--- config.mk ---
export PLATFORM = sky130hd
export DESIGN_NAME = uart_rx_flat
export DESIGN_NICKNAME = d
export VERILOG_FILES = /design/src/rtl/uart_rx_if.sv /design/src/rtl/uart_rx.sv /design/src/flat_wrapper.sv
export SDC_FILE = /design/constraint.sdc
export NUM_CORES = 1
export LEC_CHECK = 0
export CAP_MARGIN = 20
export CORE_MARGIN = 4
export CORE_UTILIZATION = 30
export DETAILED_ROUTE_END_ITERATION = 10
export GPL_TIMING_DRIVEN = 0
export PLACE_DENSITY = 0.5
export SYNTH_ARGS = -nofsm -noshare
export SYNTH_HDL_FRONTEND = slang
export SYNTH_SLANG_ARGS = --single-unit
--- constraint.sdc ---
create_clock -name i_Clock -period 4.3 [get_ports i_Clock]
set_input_delay 0.43 -clock i_Clock [delete_from_list [all_inputs] [get_ports i_Clock]]
set_output_delay 0.43 -clock i_Clock [all_outputs]
set_load 0.05 [all_outputs]
--- src/rtl/uart_rx_if.sv ---
// Bus between the UART receiver and its host logic: the baud load port, the
// serial pin and the received-byte outputs. The receiver uses the slave
// modport. o_Rx_Parity_Err exists only when UART_RX_PARITY_EN is defined.
interface uart_rx_if;
    logic [31:0] CLKS_PER_BIT;
    logic        ld_CLKS_PER_BIT;
    logic        i_Rx_Serial;
    logic        o_Rx_DV;
    logic [7:0]  o_Rx_Byte;
    logic        o_Rx_Active;
    logic        o_Rx_Frame_Err;
`ifdef UART_RX_PARITY_EN
    logic        o_Rx_Parity_Err;
`endif

    modport master (
        output CLKS_PER_BIT, ld_CLKS_PER_BIT, i_Rx_Serial,
        input  o_Rx_DV, o_Rx_Byte, o_Rx_Active, o_Rx_Frame_Err
`ifdef UART_RX_PARITY_EN
        , input o_Rx_Parity_Err
`endif
    );

    modport slave (
        input  CLKS_PER_BIT, ld_CLKS_PER_BIT, i_Rx_Serial,
        output o_Rx_DV, o_Rx_Byte, o_Rx_Active, o_Rx_Frame_Err
`ifdef UART_RX_PARITY_EN
        , output o_Rx_Parity_Err
`endif
    );
endinterface

--- src/rtl/uart_rx.sv ---
// 8N1 UART receiver with a runtime-loadable clocks-per-bit value.
// Defining UART_RX_PARITY_EN adds an even-parity bit between the data and
// the stop bit, plus the o_Rx_Parity_Err pulse.
//
// state   | meaning
// IDLE    | line idle, waiting for a falling edge on the synchronised line
// START   | confirm the start bit at its midpoint
// DATA    | sample 8 data bits LSB-first at mid-bit
// PARITY  | sample the parity bit at mid-bit (UART_RX_PARITY_EN only)
// STOP    | sample the stop bit, publish the byte or flag an error
// CLEANUP | one-cycle gap before returning to IDLE
module uart_rx #(
    parameter int SYNC_STAGES = 2
) (
    input  logic     i_Clock,
    input  logic     rst,
    uart_rx_if.slave io_Rx
);

    typedef enum logic [2:0] {
        S_IDLE    = 3'd0,
        S_START   = 3'd1,
        S_DATA    = 3'd2,
`ifdef UART_RX_PARITY_EN
        S_PARITY  = 3'd3,
`endif
        S_STOP    = 3'd4,
        S_CLEANUP = 3'd5
    } state_t;

    state_t                 r_state;
    state_t                 w_state_next;
    logic [SYNC_STAGES-1:0] r_sync;
    logic [31:0]            r_clks_per_bit;
    logic [31:0]            r_clk_count;
    logic [2:0]             r_bit_index;
    logic [7:0]             r_shadow;
    logic                   r_armed;
    logic                   w_rx_s;
    logic [31:0]            w_half;
    logic                   w_half_done;
    logic                   w_bit_done;
    logic                   w_baud_ok;
    logic                   w_stop_sample;
    logic                   w_parity_bad;
    logic                   w_dv_next;
    logic                   w_ferr_next;
    logic                   w_perr_next;
    logic                   w_active_next;
`ifdef UART_RX_PARITY_EN
    logic                   r_parity_bit;
`endif

    assign w_rx_s      = r_sync[SYNC_STAGES-1];
    assign w_half      = (r_clks_per_bit - 32'd1) >> 1;
    assign w_half_done = (r_clk_count == w_half);
    assign w_bit_done  = (r_clk_count == r_clks_per_bit - 32'd1);
    assign w_baud_ok   = (r_clks_per_bit >= 32'd2);

    // Synchronise the asynchronous serial pin; flops reset to the idle level.
    always_ff @(posedge i_Clock or posedge rst) begin
        if (rst) r_sync <= '1;
        else     r_sync <= {r_sync[SYNC_STAGES-2:0], io_Rx.i_Rx_Serial};
    end

    // State register.
    always_ff @(posedge i_Clock or posedge rst) begin
        if (rst) r_state <= S_IDLE;
        else     r_state <= w_state_next;
    end

    // Next-state logic. A start is only accepted once the line has been seen
    // high since the last frame error, so a held-low line reports one error.
    always_comb begin
        w_state_next = r_state;
        case (r_state)
            S_IDLE:    if (w_baud_ok && !w_rx_s) w_state_next = S_START;
            S_START:   if (w_half_done)
                           w_state_next = (!w_rx_s && r_armed) ? S_DATA : S_IDLE;
`ifdef UART_RX_PARITY_EN
            S_DATA:    if (w_bit_done && r_bit_index == 3'd7) w_state_next = S_PARITY;
            S_PARITY:  if (w_bit_done) w_state_next = S_STOP;
`else
            S_DATA:    if (w_bit_done && r_bit_index == 3'd7) w_state_next = S_STOP;
`endif
            S_STOP:    if (w_bit_done) w_state_next = S_CLEANUP;
            S_CLEANUP: w_state_next = S_IDLE;
            default:   w_state_next = S_IDLE;
        endcase
    end

    // Output decode: next values of the registered outputs.
    always_comb begin
        w_stop_sample = (r_state == S_STOP) && w_bit_done;
`ifdef UART_RX_PARITY_EN
        w_parity_bad  = ^{r_shadow, r_parity_bit};
`else
        w_parity_bad  = 1'b0;
`endif
        w_dv_next     = w_stop_sample && w_rx_s && !w_parity_bad;
        w_ferr_next   = w_stop_sample && !w_rx_s;
        w_perr_next   = w_stop_sample && w_parity_bad;
        w_active_next = (w_state_next != S_IDLE) && (w_state_next != S_CLEANUP);
    end

    // Registered outputs; o_Rx_Byte only changes on a good frame.
    always_ff @(posedge i_Clock or posedge rst) begin
        if (rst) begin
            io_Rx.o_Rx_DV        <= 1'b0;
            io_Rx.o_Rx_Byte      <= 8'h00;
            io_Rx.o_Rx_Active    <= 1'b0;
            io_Rx.o_Rx_Frame_Err <= 1'b0;
        end else begin
            io_Rx.o_Rx_DV        <= w_dv_next;
            io_Rx.o_Rx_Active    <= w_active_next;
            io_Rx.o_Rx_Frame_Err <= w_ferr_next;
            if (w_dv_next) io_Rx.o_Rx_Byte <= r_shadow;
        end
    end

`ifdef UART_RX_PARITY_EN
    // Parity error pulse, aligned with the stop-bit sample.
    always_ff @(posedge i_Clock or posedge rst) begin
        if (rst) io_Rx.o_Rx_Parity_Err <= 1'b0;
        else     io_Rx.o_Rx_Parity_Err <= w_perr_next;
    end
`else
    logic w_unused_perr;
    assign w_unused_perr = w_perr_next;
`endif

    // Baud register, bit timing counters, shadow byte and re-arm flag.
    always_ff @(posedge i_Clock or posedge rst) begin
        if (rst) begin
            r_clks_per_bit <= 32'd0;
            r_clk_count    <= 32'd0;
            r_bit_index    <= 3'd0;
            r_shadow       <= 8'h00;
            r_armed        <= 1'b1;
`ifdef UART_RX_PARITY_EN
            r_parity_bit   <= 1'b0;
`endif
        end else begin
            if (r_state == S_IDLE && io_Rx.ld_CLKS_PER_BIT)
                r_clks_per_bit <= io_Rx.CLKS_PER_BIT;

            if (w_ferr_next)  r_armed <= 1'b0;
            else if (w_rx_s)  r_armed <= 1'b1;

            case (r_state)
                S_START: begin
                    if (w_half_done) r_clk_count <= 32'd0;
                    else             r_clk_count <= r_clk_count + 32'd1;
                end
                S_DATA: begin
                    if (w_bit_done) begin
                        r_shadow[r_bit_index] <= w_rx_s;
                        r_clk_count           <= 32'd0;
                        r_bit_index           <= (r_bit_index == 3'd7) ? 3'd0
                                                                       : r_bit_index + 3'd1;
                    end else begin
                        r_clk_count <= r_clk_count + 32'd1;
                    end
                end
`ifdef UART_RX_PARITY_EN
                S_PARITY: begin
                    if (w_bit_done) begin
                        r_parity_bit <= w_rx_s;
                        r_clk_count  <= 32'd0;
                    end else begin
                        r_clk_count  <= r_clk_count + 32'd1;
                    end
                end
`endif
                S_STOP: begin
                    if (w_bit_done) r_clk_count <= 32'd0;
                    else            r_clk_count <= r_clk_count + 32'd1;
                end
                default: begin
                    r_clk_count <= 32'd0;
                    r_bit_index <= 3'd0;
                end
            endcase
        end
    end

endmodule
--- src/flat_wrapper.sv ---
// flat-port wrapper written by rule: the top's interface ports become plain ports
module uart_rx_flat 
#(
    parameter int SYNC_STAGES = 2
)
  (i_Clock, rst, io_Rx_CLKS_PER_BIT, io_Rx_ld_CLKS_PER_BIT, io_Rx_i_Rx_Serial, io_Rx_o_Rx_DV, io_Rx_o_Rx_Byte, io_Rx_o_Rx_Active, io_Rx_o_Rx_Frame_Err);
  uart_rx_if io_Rx_i ();
  input  logic i_Clock;
  input  logic rst;
  input wire logic [$bits(io_Rx_i.CLKS_PER_BIT)-1:0] io_Rx_CLKS_PER_BIT;
  input wire logic [$bits(io_Rx_i.ld_CLKS_PER_BIT)-1:0] io_Rx_ld_CLKS_PER_BIT;
  input wire logic [$bits(io_Rx_i.i_Rx_Serial)-1:0] io_Rx_i_Rx_Serial;
  output wire logic [$bits(io_Rx_i.o_Rx_DV)-1:0] io_Rx_o_Rx_DV;
  output wire logic [$bits(io_Rx_i.o_Rx_Byte)-1:0] io_Rx_o_Rx_Byte;
  output wire logic [$bits(io_Rx_i.o_Rx_Active)-1:0] io_Rx_o_Rx_Active;
  output wire logic [$bits(io_Rx_i.o_Rx_Frame_Err)-1:0] io_Rx_o_Rx_Frame_Err;
  assign io_Rx_i.CLKS_PER_BIT = io_Rx_CLKS_PER_BIT;
  assign io_Rx_i.ld_CLKS_PER_BIT = io_Rx_ld_CLKS_PER_BIT;
  assign io_Rx_i.i_Rx_Serial = io_Rx_i_Rx_Serial;
  assign io_Rx_o_Rx_DV = io_Rx_i.o_Rx_DV;
  assign io_Rx_o_Rx_Byte = io_Rx_i.o_Rx_Byte;
  assign io_Rx_o_Rx_Active = io_Rx_i.o_Rx_Active;
  assign io_Rx_o_Rx_Frame_Err = io_Rx_i.o_Rx_Frame_Err;
  uart_rx #(.SYNC_STAGES(SYNC_STAGES)) u_core (.i_Clock(i_Clock), .rst(rst), .io_Rx(io_Rx_i));
endmodule
==> metrics <==
clock period minus final worst setup slack=4.188 ns; required time worst endpoint=4.53 ns; worst hold slack=0.3590 ns; CP Class=register to register; synthesized flop and latch total=92; Slew Viols, Final=0; core area=21960 µm²; Worst path top cell family by delay=simple AND/OR/NAND/NOR gates; Sink Count=92; Power Total=2164 µW; Worst-path clk slew=0.06 ns; crit-path max FO=10; CTS Buffer Depth=2; global-route wire length before repair=35600 µm; Rows=54; Routability Congestion=0.9595; IO Count=47; Rel. slew slack=0.4498; Leakage=0.003181 µW; vias=6109; Cell variety after synth=73; Syn Nets=796; CTS root buffer=clkbuf_16; P&R area growth vs syn=21.90%; latest clock arrival within the worst-skew pair=0.36 ns; cts hold-fix bufs=0; WL per Instance=20.65 µm; GRT overflow=0; Synth Instances=755; placed inst area=7600 µm²; status=finished, final reports clean; diode count=0; Seq/Total Area, Yosys=0.3421; CP startpoint kind=register; CTS H-tree lvls=3; Setup crit end kind=register; residual DRC count=0; Cells after DPL=1084; Final Skew=0.009885 ns; CTS Buf Count=9; Routed Antenna Nets=0; Worst-Margin Slew=0.8235 ns; Synth area leaders=dfrtp_1 (33%), xnor2_1 (6.4%), xor2_1 (5.5%); GRT Util Overall=0.1875; nets=867; Final Setup Violations=0; Die ar.=24930 µm²; maximum vdd drop=0.1541 mV; Non-Filler Instances=1111; via/cell ratio=5.499; synth warn=0; slowest cell delay on critical path=0.50 ns; # port buffers=46; maximum capacitance violations=0; Post-Layout Inst Area=8217 µm²; Routed WL=22940 µm; share of layout cells above drive strength 1=0.1396; Post-synth ARST share=1.000; pin count of the biggest net entering global routing=48; area leader, netlist=dfrtp_1; share of the synthesized area in the top cell type=0.3304; die height=157.9 µm; number of synthesized flops with an enable pin=0; ys flop type=dfrtp_1; worst path bufs/invs=4; Starting Density=0.3070; Post-Syn Area=6740 µm²; HPWL Detailed=17830 µm; RSZ-0062 raised after global routing=no; Fmax=238.8 MHz; Pre-antenna DRT Iters=5; vias in the first global route=5925; initial antenna violation count=0; Power Dens Cells=263.4 nW/µm²; Arr. time, crit path=4.42 ns; final hold violations=0; Die W=157.9 µm; drt initial violations=431; worst reg-to-reg setup slack=0.11 ns; Syn Area/Cell=8.927 µm²; crit path cell chain=clkbuf_1 > nor4_2 > buf_4 > and4_1 > o21ai_0 > a2111o_1 > nor4_1 > nand4_1 > or3b_1 > a221oi_4 > buf_12 > buf_6 > nor2_1; CTS tree=yes; Critical Path Slowest Stage Cell=or3b_1; worst min-delay path class=register to register; Tcrit/Tclk final=0.9739
## metal layers
metal / GRT usage / vias up / part of all wire
met4: 0.07620 / 0 / 0.039
li1: - / 2897 / -
met2: 0.2937 / 194 / 0.46
met1: 0.2564 / 2972 / 0.45
met5: 0 / - / 0
met3: 0.03308 / 46 / 0.053
## cell usage in the layout, fill, tap and decap left out, types with 11 or more instances in the layout
cell type         n
a21oi_1          14
buf_4            14
clkbuf_1         54
clkdlybuf4s50_1  46
dfrtp_1          87
inv_1            11
mux2_2           27
nand2_1          53
nand2b_1         12
nand3_1          26
nand4_1          22
nor2_1           66
nor3_1           25
nor4_1           13
o21ai_0          30
or4_1            15
xnor2_1          49
xor2_1           42
## final timing paths
check / end / cells after the start / startpoint
max: u_core.r_clk_count[7]$_DFF_PP0_ / 13 / u_core.r_clks_per_bit[22]$_DFFE_PP0P_
min: u_core.r_sync[1]$_DFF_PP1_ / 0 / u_core.r_sync[0]$_DFF_PP1_
max reg2reg: u_core.r_clk_count[7]$_DFF_PP0_ / 13 / u_core.r_clks_per_bit[22]$_DFFE_PP0P_
min reg2reg: u_core.r_sync[1]$_DFF_PP1_ / 0 / u_core.r_sync[0]$_DFF_PP1_
max in group asynchronous: u_core.r_armed$_DFFE_PP1P_ / 3 / rst
min in group asynchronous: u_core.r_clks_per_bit[11]$_DFFE_PP0P_ / 2 / rst
## repair_timing
action                     CTS  global route
buffers inserted             4             9
pin swaps                    2            11
setup endpoints to repair   57            48
resized for setup           32            17
## cells in the mapped netlist (5+ instances only)
library cell and n:
dfrtp_1 89, nor2_1 66, clkbuf_1 57, nand2_1 53, xnor2_1 49, xor2_1 42, o21ai_0 30, mux2_2 27
nand3_1 26, nor3_1 26, nand4_1 22, nor4_1 22, or4_1 16, a21oi_1 15, inv_1 13, nand2b_1 12
nor2b_1 10, and3_1 9, o31ai_1 9, mux2_4 8, or3_1 8, a2111oi_0 7, and2_1 6, and4_1 6
nor3b_1 6, o2111ai_1 6, o211ai_1 6, xnor3_1 6, ha_1 5
## registers in the layout, summed over array words and instances (netlist names)
name                         flops
u_core.r_clks_per_bit           32
u_core.r_state                   3
u_core.io_Rx.o_Rx_DV             1
u_core.io_Rx.o_Rx_Active         1
u_core.r_bit_index               3
u_core.r_shadow                  8
u_core.io_Rx.o_Rx_Frame_Err      1
u_core.io_Rx.o_Rx_Byte           8
u_core.r_sync                    2
u_core.r_armed                   1
u_core.r_clk_count              32
## logic make-up (layout without fill, tap and decap cells)
kind of cell | after synthesis | count (layout) | synth area share
adder cells (fa/ha/maj) | 5 | 5 | 0.009282
AND/OR/NAND/NOR | 321 | 321 | 0.2645
AO/OA/AOI/OAI | 118 | 118 | 0.1229
flip-flops | 92 | 92 | 0.3421
multiplexers | 43 | 43 | 0.07555
XOR/XNOR | 97 | 97 | 0.1383
buffers and inverters | 79 | 155 | 0.04734
## layout make-up
type                            count  area [µm²]
Sequential cell                    92        2308
Clock inverter                      2       35.03
Inverter                           13       51.30
Tap cell                          280       350.3
Clock buffer                       14       264.0
Timing Repair Buffer               62       616.8
Fill cell                        2253       13740
Buffer                             64       281.5
Multi-Input combinational cell    584        4309
## report_power, final
group / switching (µW) / internal, µW
sequential: 29.3 / 892
clock: 340 / 482
combinational: 250 / 170
## through the flow
| step | util | setup slack, ns | TNS [ns] |
|---|---|---|---|
| after floorplan | - | 0.4262 | 0 |
| after global placement | 0.3439 | -1.697 | -95.34 |
| after detailed placement | 0.3461 | -1.014 | -37.67 |
| after CTS | 0.3689 | 0.01134 | 0 |
| after global routing | 0.3742 | 0.01145 | 0 |
| final | 0.3742 | 0.1122 | 0 |
No activity file was read; power rests on OpenSTA's default activity.
